===== src/rtl/wb_arbiter.sv =====
// Two-master Wishbone classic arbiter with round-robin grants held for the
// owner's full cycle, plus a bus watchdog that turns an unacknowledged
// strobe into a one-cycle error to the owning master.
module wb_arbiter #(
    parameter int WB_DATA_WIDTH  = 32,
    parameter int WB_ADDR_WIDTH  = 32,
    parameter int WB_SEL_WIDTH   = 4,
    parameter int TIMEOUT_CYCLES = 255
) (
    input  logic                     clk_i,
    input  logic                     rst_i,

    // master 0: instruction fetch
    input  logic [WB_ADDR_WIDTH-1:0] wb_m0_addr_i,
    input  logic [WB_DATA_WIDTH-1:0] wb_m0_data_i,
    input  logic                     wb_m0_we_i,
    input  logic [WB_SEL_WIDTH-1:0]  wb_m0_sel_i,
    input  logic                     wb_m0_stb_i,
    input  logic                     wb_m0_cyc_i,
    output logic                     wb_m0_ack_o,
    output logic                     wb_m0_err_o,
    output logic [WB_DATA_WIDTH-1:0] wb_m0_data_o,

    // master 1: data / loader
    input  logic [WB_ADDR_WIDTH-1:0] wb_m1_addr_i,
    input  logic [WB_DATA_WIDTH-1:0] wb_m1_data_i,
    input  logic                     wb_m1_we_i,
    input  logic [WB_SEL_WIDTH-1:0]  wb_m1_sel_i,
    input  logic                     wb_m1_stb_i,
    input  logic                     wb_m1_cyc_i,
    output logic                     wb_m1_ack_o,
    output logic                     wb_m1_err_o,
    output logic [WB_DATA_WIDTH-1:0] wb_m1_data_o,

    // shared slave side toward the address mux
    output logic [WB_ADDR_WIDTH-1:0] wb_s_addr_o,
    output logic [WB_DATA_WIDTH-1:0] wb_s_data_o,
    output logic                     wb_s_we_o,
    output logic [WB_SEL_WIDTH-1:0]  wb_s_sel_o,
    output logic                     wb_s_stb_o,
    output logic                     wb_s_cyc_o,
    input  logic                     wb_s_ack_i,
    input  logic [WB_DATA_WIDTH-1:0] wb_s_data_i
);

    // Counter only needs to reach TIMEOUT_CYCLES; keep at least one bit so
    // the disabled (0) configuration still elaborates cleanly.
    localparam int               CNT_W       = (TIMEOUT_CYCLES < 2) ? 1 : $clog2(TIMEOUT_CYCLES + 1);
    localparam logic [CNT_W-1:0] TIMEOUT_VAL = CNT_W'(TIMEOUT_CYCLES);
    localparam bit               WDOG_EN     = (TIMEOUT_CYCLES != 0);

    typedef enum logic [1:0] {
        IDLE = 2'd0,
        OWN0 = 2'd1,
        OWN1 = 2'd2
    } state_t;

    state_t           state_reg;
    logic             last_reg;     // most recent owner; 1 after reset so m0 wins the first tie
    logic [CNT_W-1:0] count_reg;    // wait states seen by the current strobe

    // Masters gathered into small arrays so the mux and per-master responses
    // can be written once.
    logic [1:0]               m_cyc;
    logic [1:0]               m_stb;
    logic [1:0]               m_we;
    logic [WB_ADDR_WIDTH-1:0] m_addr [2];
    logic [WB_DATA_WIDTH-1:0] m_data [2];
    logic [WB_SEL_WIDTH-1:0]  m_sel  [2];

    assign m_cyc     = {wb_m1_cyc_i, wb_m0_cyc_i};
    assign m_stb     = {wb_m1_stb_i, wb_m0_stb_i};
    assign m_we      = {wb_m1_we_i,  wb_m0_we_i};
    assign m_addr[0] = wb_m0_addr_i;
    assign m_addr[1] = wb_m1_addr_i;
    assign m_data[0] = wb_m0_data_i;
    assign m_data[1] = wb_m1_data_i;
    assign m_sel[0]  = wb_m0_sel_i;
    assign m_sel[1]  = wb_m1_sel_i;

    logic [1:0] grant;
    logic       owned;
    logic       owner_idx;
    logic       err_cycle;
    logic [1:0] ack_vec;
    logic [1:0] err_vec;

    assign grant     = {state_reg == OWN1, state_reg == OWN0};
    assign owned     = |grant;
    assign owner_idx = grant[1];

    // The error beat fires when the counter has reached the limit and the
    // slave is not answering in this very cycle (a late ack still wins).
    assign err_cycle = WDOG_EN && owned && (count_reg == TIMEOUT_VAL) && !wb_s_ack_i;

    // Per-master responses: only the owner ever sees ack or err.
    for (genvar gi = 0; gi < 2; gi++) begin : g_resp
        assign ack_vec[gi] = wb_s_ack_i & grant[gi];
        assign err_vec[gi] = err_cycle  & grant[gi];
    end

    assign wb_m0_ack_o  = ack_vec[0];
    assign wb_m1_ack_o  = ack_vec[1];
    assign wb_m0_err_o  = err_vec[0];
    assign wb_m1_err_o  = err_vec[1];

    // Read data is broadcast; ack qualifies it.
    assign wb_m0_data_o = wb_s_data_i;
    assign wb_m1_data_o = wb_s_data_i;

    // Slave side is a combinational copy of the owner, all-zero when idle,
    // with the strobe suppressed during the error beat.
    always_comb begin
        wb_s_addr_o = '0;
        wb_s_data_o = '0;
        wb_s_we_o   = 1'b0;
        wb_s_sel_o  = '0;
        wb_s_stb_o  = 1'b0;
        wb_s_cyc_o  = 1'b0;
        if (owned) begin
            wb_s_addr_o = m_addr[owner_idx];
            wb_s_data_o = m_data[owner_idx];
            wb_s_we_o   = m_we[owner_idx];
            wb_s_sel_o  = m_sel[owner_idx];
            wb_s_stb_o  = m_stb[owner_idx] & ~err_cycle;
            wb_s_cyc_o  = m_cyc[owner_idx];
        end
    end

    // Ownership FSM: round-robin on a tie, grant held until the owner drops cyc.
    always_ff @(posedge clk_i or posedge rst_i) begin
        if (rst_i) begin
            state_reg <= IDLE;
            last_reg  <= 1'b1;
        end else begin
            case (state_reg)
                IDLE: begin
                    if (m_cyc[0] && (!m_cyc[1] || last_reg)) begin
                        state_reg <= OWN0;
                        last_reg  <= 1'b0;
                    end else if (m_cyc[1]) begin
                        state_reg <= OWN1;
                        last_reg  <= 1'b1;
                    end
                end
                OWN0: begin
                    if (!m_cyc[0]) begin
                        state_reg <= IDLE;
                    end
                end
                OWN1: begin
                    if (!m_cyc[1]) begin
                        state_reg <= IDLE;
                    end
                end
                default: begin
                    state_reg <= IDLE;
                end
            endcase
        end
    end

    // Watchdog: count unacknowledged strobes, restart on ack, error or idle.
    always_ff @(posedge clk_i or posedge rst_i) begin
        if (rst_i) begin
            count_reg <= '0;
        end else if (!owned || wb_s_ack_i || err_cycle) begin
            count_reg <= '0;
        end else if (WDOG_EN && wb_s_cyc_o && wb_s_stb_o) begin
            count_reg <= count_reg + CNT_W'(1);
        end
    end

endmodule


===== config.mk =====
export PLATFORM = sky130hd
export DESIGN_NAME = wb_arbiter
export DESIGN_NICKNAME = d
export VERILOG_FILES = /design/src/rtl/wb_arbiter.sv
export SDC_FILE = /design/constraint.sdc
export NUM_CORES = 1
export LEC_CHECK = 0
export BUFFER_PORTS_ARGS = -buffer_cell sky130_fd_sc_hd__buf_4
export CELL_PAD_IN_SITES_DETAIL_PLACEMENT = 1
export CELL_PAD_IN_SITES_GLOBAL_PLACEMENT = 1
export CORE_AREA = 5 5 119 121
export DETAILED_ROUTE_END_ITERATION = 8
export DIE_AREA = 0 0 124 126
export PLACE_DENSITY_LB_ADDON = 0.1
export SLEW_MARGIN = 20
export SYNTH_ARGS = -nofsm -noshare
export SYNTH_HDL_FRONTEND = slang
export SYNTH_SLANG_ARGS = --single-unit

===== constraint.sdc =====
create_clock -name clk_i -period 2 [get_ports clk_i]
set_input_delay 0.1 -clock clk_i [delete_from_list [all_inputs] [get_ports clk_i]]
set_output_delay 0.1 -clock clk_i [all_outputs]
set_load 0.02 [all_outputs]

## Word level (Yosys, flattened, before mapping)

Cells that the tools add are included.

| operators by class | value |
|---|---|
| $add $sub $neg | 1 |
| $lt $le $gt $ge | 2 |
| equal/unequal tests | 6 |
| muxes and demuxes | 30 |
| bitwise logic cells | 7 |
| reduce and logical (&&, ||, !) cells | 16 |

Operators by type and width:

| operator | number |
|---|---|
| 32-bit 2-to-1 mux | 8 |
| 4-bit 2-to-1 mux | 4 |
| 8-bit 2-to-1 mux | 2 |
| 1-bit 2-to-1 mux | 11 |
| 8-bit by 1-bit adder with 8-bit output (second input constant) | 1 |
| 8-bit == test (second input constant) | 1 |
| 2-bit 2-to-1 mux | 4 |
| 2-bit one-hot mux with 3 select lines | 1 |
| 1-bit bitwise AND | 5 |
| 1-bit logical AND | 4 |
| 2-bit != test (second input constant) | 2 |
| 2-bit nonzero test | 2 |
| 1-bit zero test | 3 |
| 1-bit logical OR | 3 |
| 3-bit != test (second input constant) | 1 |
| 3-bit AND reduction | 1 |
| 2-bit by 1-bit == test with 1-bit output (second input constant) | 1 |
| 2-bit == test (second input constant) | 1 |
| 2-bit greater-or-equal comparator (second input constant) | 1 |
| 2-bit zero test | 1 |
| 1-bit by 2-bit < comparator with 1-bit output (second input constant) | 1 |
| 1-bit inverter with 2-bit output | 1 |
| 2-bit AND reduction | 1 |
| 2-bit OR reduction | 1 |
| 1-bit inverter | 1 |

| word-level totals | value |
|---|---|
| flip-flop bits (word level) | 11 |
| input bits | 177 |
| output and inout port bits | 139 |
| word-level logic and storage cells | 65 |

## Longest topological paths before layout

| depth | value |
|---|---|
| depth after elaboration | 10 |
| mapped depth | 8 |
| mapped depth without buffers | 7 |

## Worst setup path after synthesis

OpenSTA, ideal clock, no wires.

| timing path | value |
|---|---|
| kind | register to register |
| start | reg state_reg[0] |
| end | reg count_reg[2] |
| setup time | 0.079 ns |
| arrival time | 1.698 ns |
| setup slack | 0.222 ns |
| stages on the path, launching flop included | 9 |
| clock period less this slack | 1.778 ns |
| path through | dfrtp_1 inv_1 ha_1 buf_4 mux2_4 nand2_1 inv_1 a31o_1 a21oi_1 |

RTL lines:

| item | line | RTL |
|---|---|---|
| start, declared | 58 | `state_t state_reg;` |
| start signal, assigned | 133 | `state_reg <= IDLE;` |
| start signal, assigned | 139 | `state_reg <= OWN0;` |
| start signal, assigned | 142 | `state_reg <= OWN1;` |
| 2-bit == test | 88 | `assign grant = {state_reg == OWN1, state_reg == OWN0};` |
| 1-bit 2-to-1 mux (implied by the code) (2 in a row) | 126 | `wb_s_cyc_o = m_cyc[owner_idx];` |
| 1-bit 2-to-1 mux (*) | 120 | `if (owned) begin` |
| via wb_s_cyc_o | 41 | `output logic wb_s_cyc_o,` |
| 1-bit logical AND (*) | 169 | `end else if (WDOG_EN && wb_s_cyc_o && wb_s_stb_o) begin` |
| 2-bit nonzero test (no line) (*) | -- |  |
| end signal, assigned | 170 | `count_reg <= count_reg + CNT_W'(1);` |
| end, declared | 60 | `logic [CNT_W-1:0] count_reg;` |

Mark *: on every way through the listed nets, which the timed path passes. The rest lies on a longest branch. The select of a mux whose other input is x is not followed.
A chain may end at the register's enable or synchronous reset.

## Final worst setup path

| timing path | value |
|---|---|
| start | reg count_reg[0] |
| end | out wb_s_stb_o |

| on the way | value |
|---|---|
| cells in the longest elaborated chain, start to end | 6 |

Ends and longest elaborated chain:

| item | line | RTL |
|---|---|---|
| 8-bit == test | 94 | `assign err_cycle = WDOG_EN && owned && (count_reg == TIMEOUT_VAL) && !wb_s_ack_i;` |
| 1-bit logical AND (2 in a row) | 94 |  |
| 1-bit inverter | 125 | `wb_s_stb_o = m_stb[owner_idx] & ~err_cycle;` |
| 1-bit bitwise AND | 125 |  |
| 1-bit 2-to-1 mux | 120 |  |
| end, declared | 40 | `output logic wb_s_stb_o,` |

No other way between the ends.

==> flow_summary.toml <==
[status]
status = "completed"

[cts]
numCtsBuffers = 3
cts_tree = "yes"
cts_root_buf = "clkbuf_16"
clock_path_buffers = 2
clk_latency_ns = 0.23
htree_levels = 1
cts.clk_slew.worst_paths_ns = 0.04
clock_sinks = 11

[pwr]
p_leak_uw = 0.00190
power.total_uw = 5340
ir_drop_mv = 0.517
power_density_nw_per_um2 = 1350

[drt]
first_pass_iters = 4
drtIter0Drc = 50
routed_via_density = 4.09
avgRoutedWirePerCell_um = 17.1
drt_wl_total_mm = 10.6
vias = 2551
ant_nets = 0
route.detailed.drc = 0

[placement]
placed_area_um2 = 3780
place.port_buffers = 219
dp_cells = 616
gp_congestion = 0.728
dp_hpwl_mm = 8.72

[sta]
period_share = 0.947
worst_pin_slew_ns = 0.479
finalHoldViolCount = 0
skew_ns = 0.000847
setup-violations-final = 0
fmax_mhz = 528
finalMaxSlewViolations = 0
final.setup.tns_ns = 0
rsz0062_at_grt = "no"
min_period_ns = 1.89
timing.slew.headroom = 0.678

[synth]
yosysWarnings = 0
synth_top_area_frac = 0.291
synthesis.area_um2 = 2380
ys_seq_area_frac = 0.116
synth_ff_type = "dfrtp_1"
synth-edff-count = 0
synth.distinct_cells = 32
synth_top_area_cell = "mux2i_1"
postSynth.asyncResetShare = 1.00
ys_top_cells_by_area = "mux2i_1 29%, buf_4 21%, nor2b_1 18%, dfrtp_1 11%, a21oi_1 2.1%"
ys_seq_elements = 11
synth_cells = 294
syn_nets = 475
syn_avg_cell_area_um2 = 8.09

[global_route]
grt_pass1_vias = 2734
grt_antenna_before_repair = 0
grt_max_degree = 61
overflow = 0
grt_pass1_wl_mm = 15.2
grt_usage = 0.122

[floorplanning]
die_y_um = 126
die_w_um = 124
die_area_um2 = 15600
initial_core_util = 0.183
io_pins = 316
rows = 42
core_area_um2 = 13000

[finish]
fin_cells = 624
drive_above_1_share = 0.540
syn_to_final_growth_pct = 66.8
final_area_um2 = 3970
largest_register_ffs = 8
diodes = 0
fin_nets = 630

[setup_path]
r2r_setup_slack_ns = 0.11
critPathLaunchType = "flop"
crit_slowest_cell = "o31a_1"
max_stage_delay_ns = 0.41
path_max_fanout = 7
path_class = "flop to output pin"
arrival_ns = 1.79
crit_path_end_kind = "output pin"
worstPathRequired_ns = 1.90
crit_chain = "ha_1 -> nand3_1 -> o31a_1 -> and2_1 -> buf_4"

[min_path]
hold_class = "input port to flop"

[run]
maxCapViolCount = 0
==> cell families after synthesis <==
family | after synthesis | synth area share
AND/OR/NAND/NOR | 97 | 0.253
buffers and inverters | 85 | 0.241
multiplexers | 71 | 0.302
AO/OA/AOI/OAI | 26 | 0.0674
flip-flops | 11 | 0.116
adder cells (fa/ha/maj) | 4 | 0.0211
==> synthesized netlist by cell type (2+ instances only) <==
cell,instances
inv_1,5
buf_2,7
or3_1,2
o31ai_1,5
o21ai_0,5
nand3_1,2
clkbuf_1,8
nand2_1,4
dfrtp_1,10
ha_1,4
mux2i_1,69
nor2b_1,69
nand4_1,4
nand2b_1,2
or4_1,4
a21oi_1,10
and2_1,5
buf_4,65
==> power breakdown <==
group	switching (uW)	internal, uW	leakage (uW)	total, uW
logic	2450	2240	0.00172	4700
registers	18.4	260	0.000148	279
clock network	95.8	267	0.0000382	363
total	2570	2770	0.00190	5340
==> placed cells by master, fill, tap and decap left out, drive strengths merged <==
cell         count
nand4            5
bufbuf           2
a21boi           1
or4              4
buf            227
nor3             1
o21bai           1
o31a             1
a22o             1
mux2             2
nand2b           2
a31oi            1
dlygate4sd3      1
or3              2
o21ai            5
dfrtp           10
nor2b           69
and3             1
and2             5
or2              1
a31o             1
mux2i           69
nand3            2
dfstp            1
o31ai            5
ha               4
nand2            4
inv              5
clkbuf           4
nor2             1
a21oi           10
==> layer usage <==
metal,global-route usage,up-vias,share of wire,routed length [um]
met5,0,-,0,0
met4,0.00902,0,0.00094,10
met3,0.0368,3,0.11,1220
met1,0.124,1165,0.34,3620
met2,0.247,141,0.54,5790
li1,-,1242,-,-
==> worst paths after layout <==
check,from,to,cells past startpoint
hold / removal,wb_m0_cyc_i,last_reg,2
min in group asynchronous,rst_i,count_reg[0],3
hold reg to reg,last_reg,last_reg,2
setup / recovery,count_reg[0],wb_s_stb_o,5
max in group asynchronous,rst_i,last_reg,3
setup reg to reg,state_reg[0],count_reg[7],7
==> what timing repair did <==
| item | CTS | global route |
|---|---|---|
| hold buffers | 1 | 0 |
| hold endpoints to repair | 10 | 0 |
| setup endpoints to repair | 60 | 21 |
| resized for setup | 3 | 3 |
| pin swaps | 0 | 1 |
| setup buffers | 0 | 1 |
| gates cloned | 2 | 0 |
==> cell type report <==
cell class / instances / area [um^2]
clock buffers: 4 / 78.8
fillers: 1584 / 9010
inverters: 5 / 18.8
multi-input cells: 198 / 1560
flip-flops and latches: 11 / 277
well taps: 176 / 220
repair buffers: 230 / 1820
==> per-stage QoR <==
step / hold WS, ns / setup WS (ns) / util
2_1_floorplan: -0.0483 / 0.222 / -
3_3_place_gp: 0.144 / 0.120 / 0.291
3_5_place_dp: 0.145 / 0.00662 / 0.291
4_1_cts: 0.0720 / 0.00383 / 0.304
5_1_grt: 0.0991 / 0.0187 / 0.306
6_report: 0.0759 / 0.106 / 0.306
==> critical path, delay by kind of cell, from the launching register on <==
family,cells,cell delay (ns)
AOI/OAI and AO/OA,1,0.41
and+or+nand+nor,2,0.40
DFF,1,0.38
adders and majority gates,1,0.22
buffers and inverters,1,0.15
No activity file was read; power rests on OpenSTA's default activity.
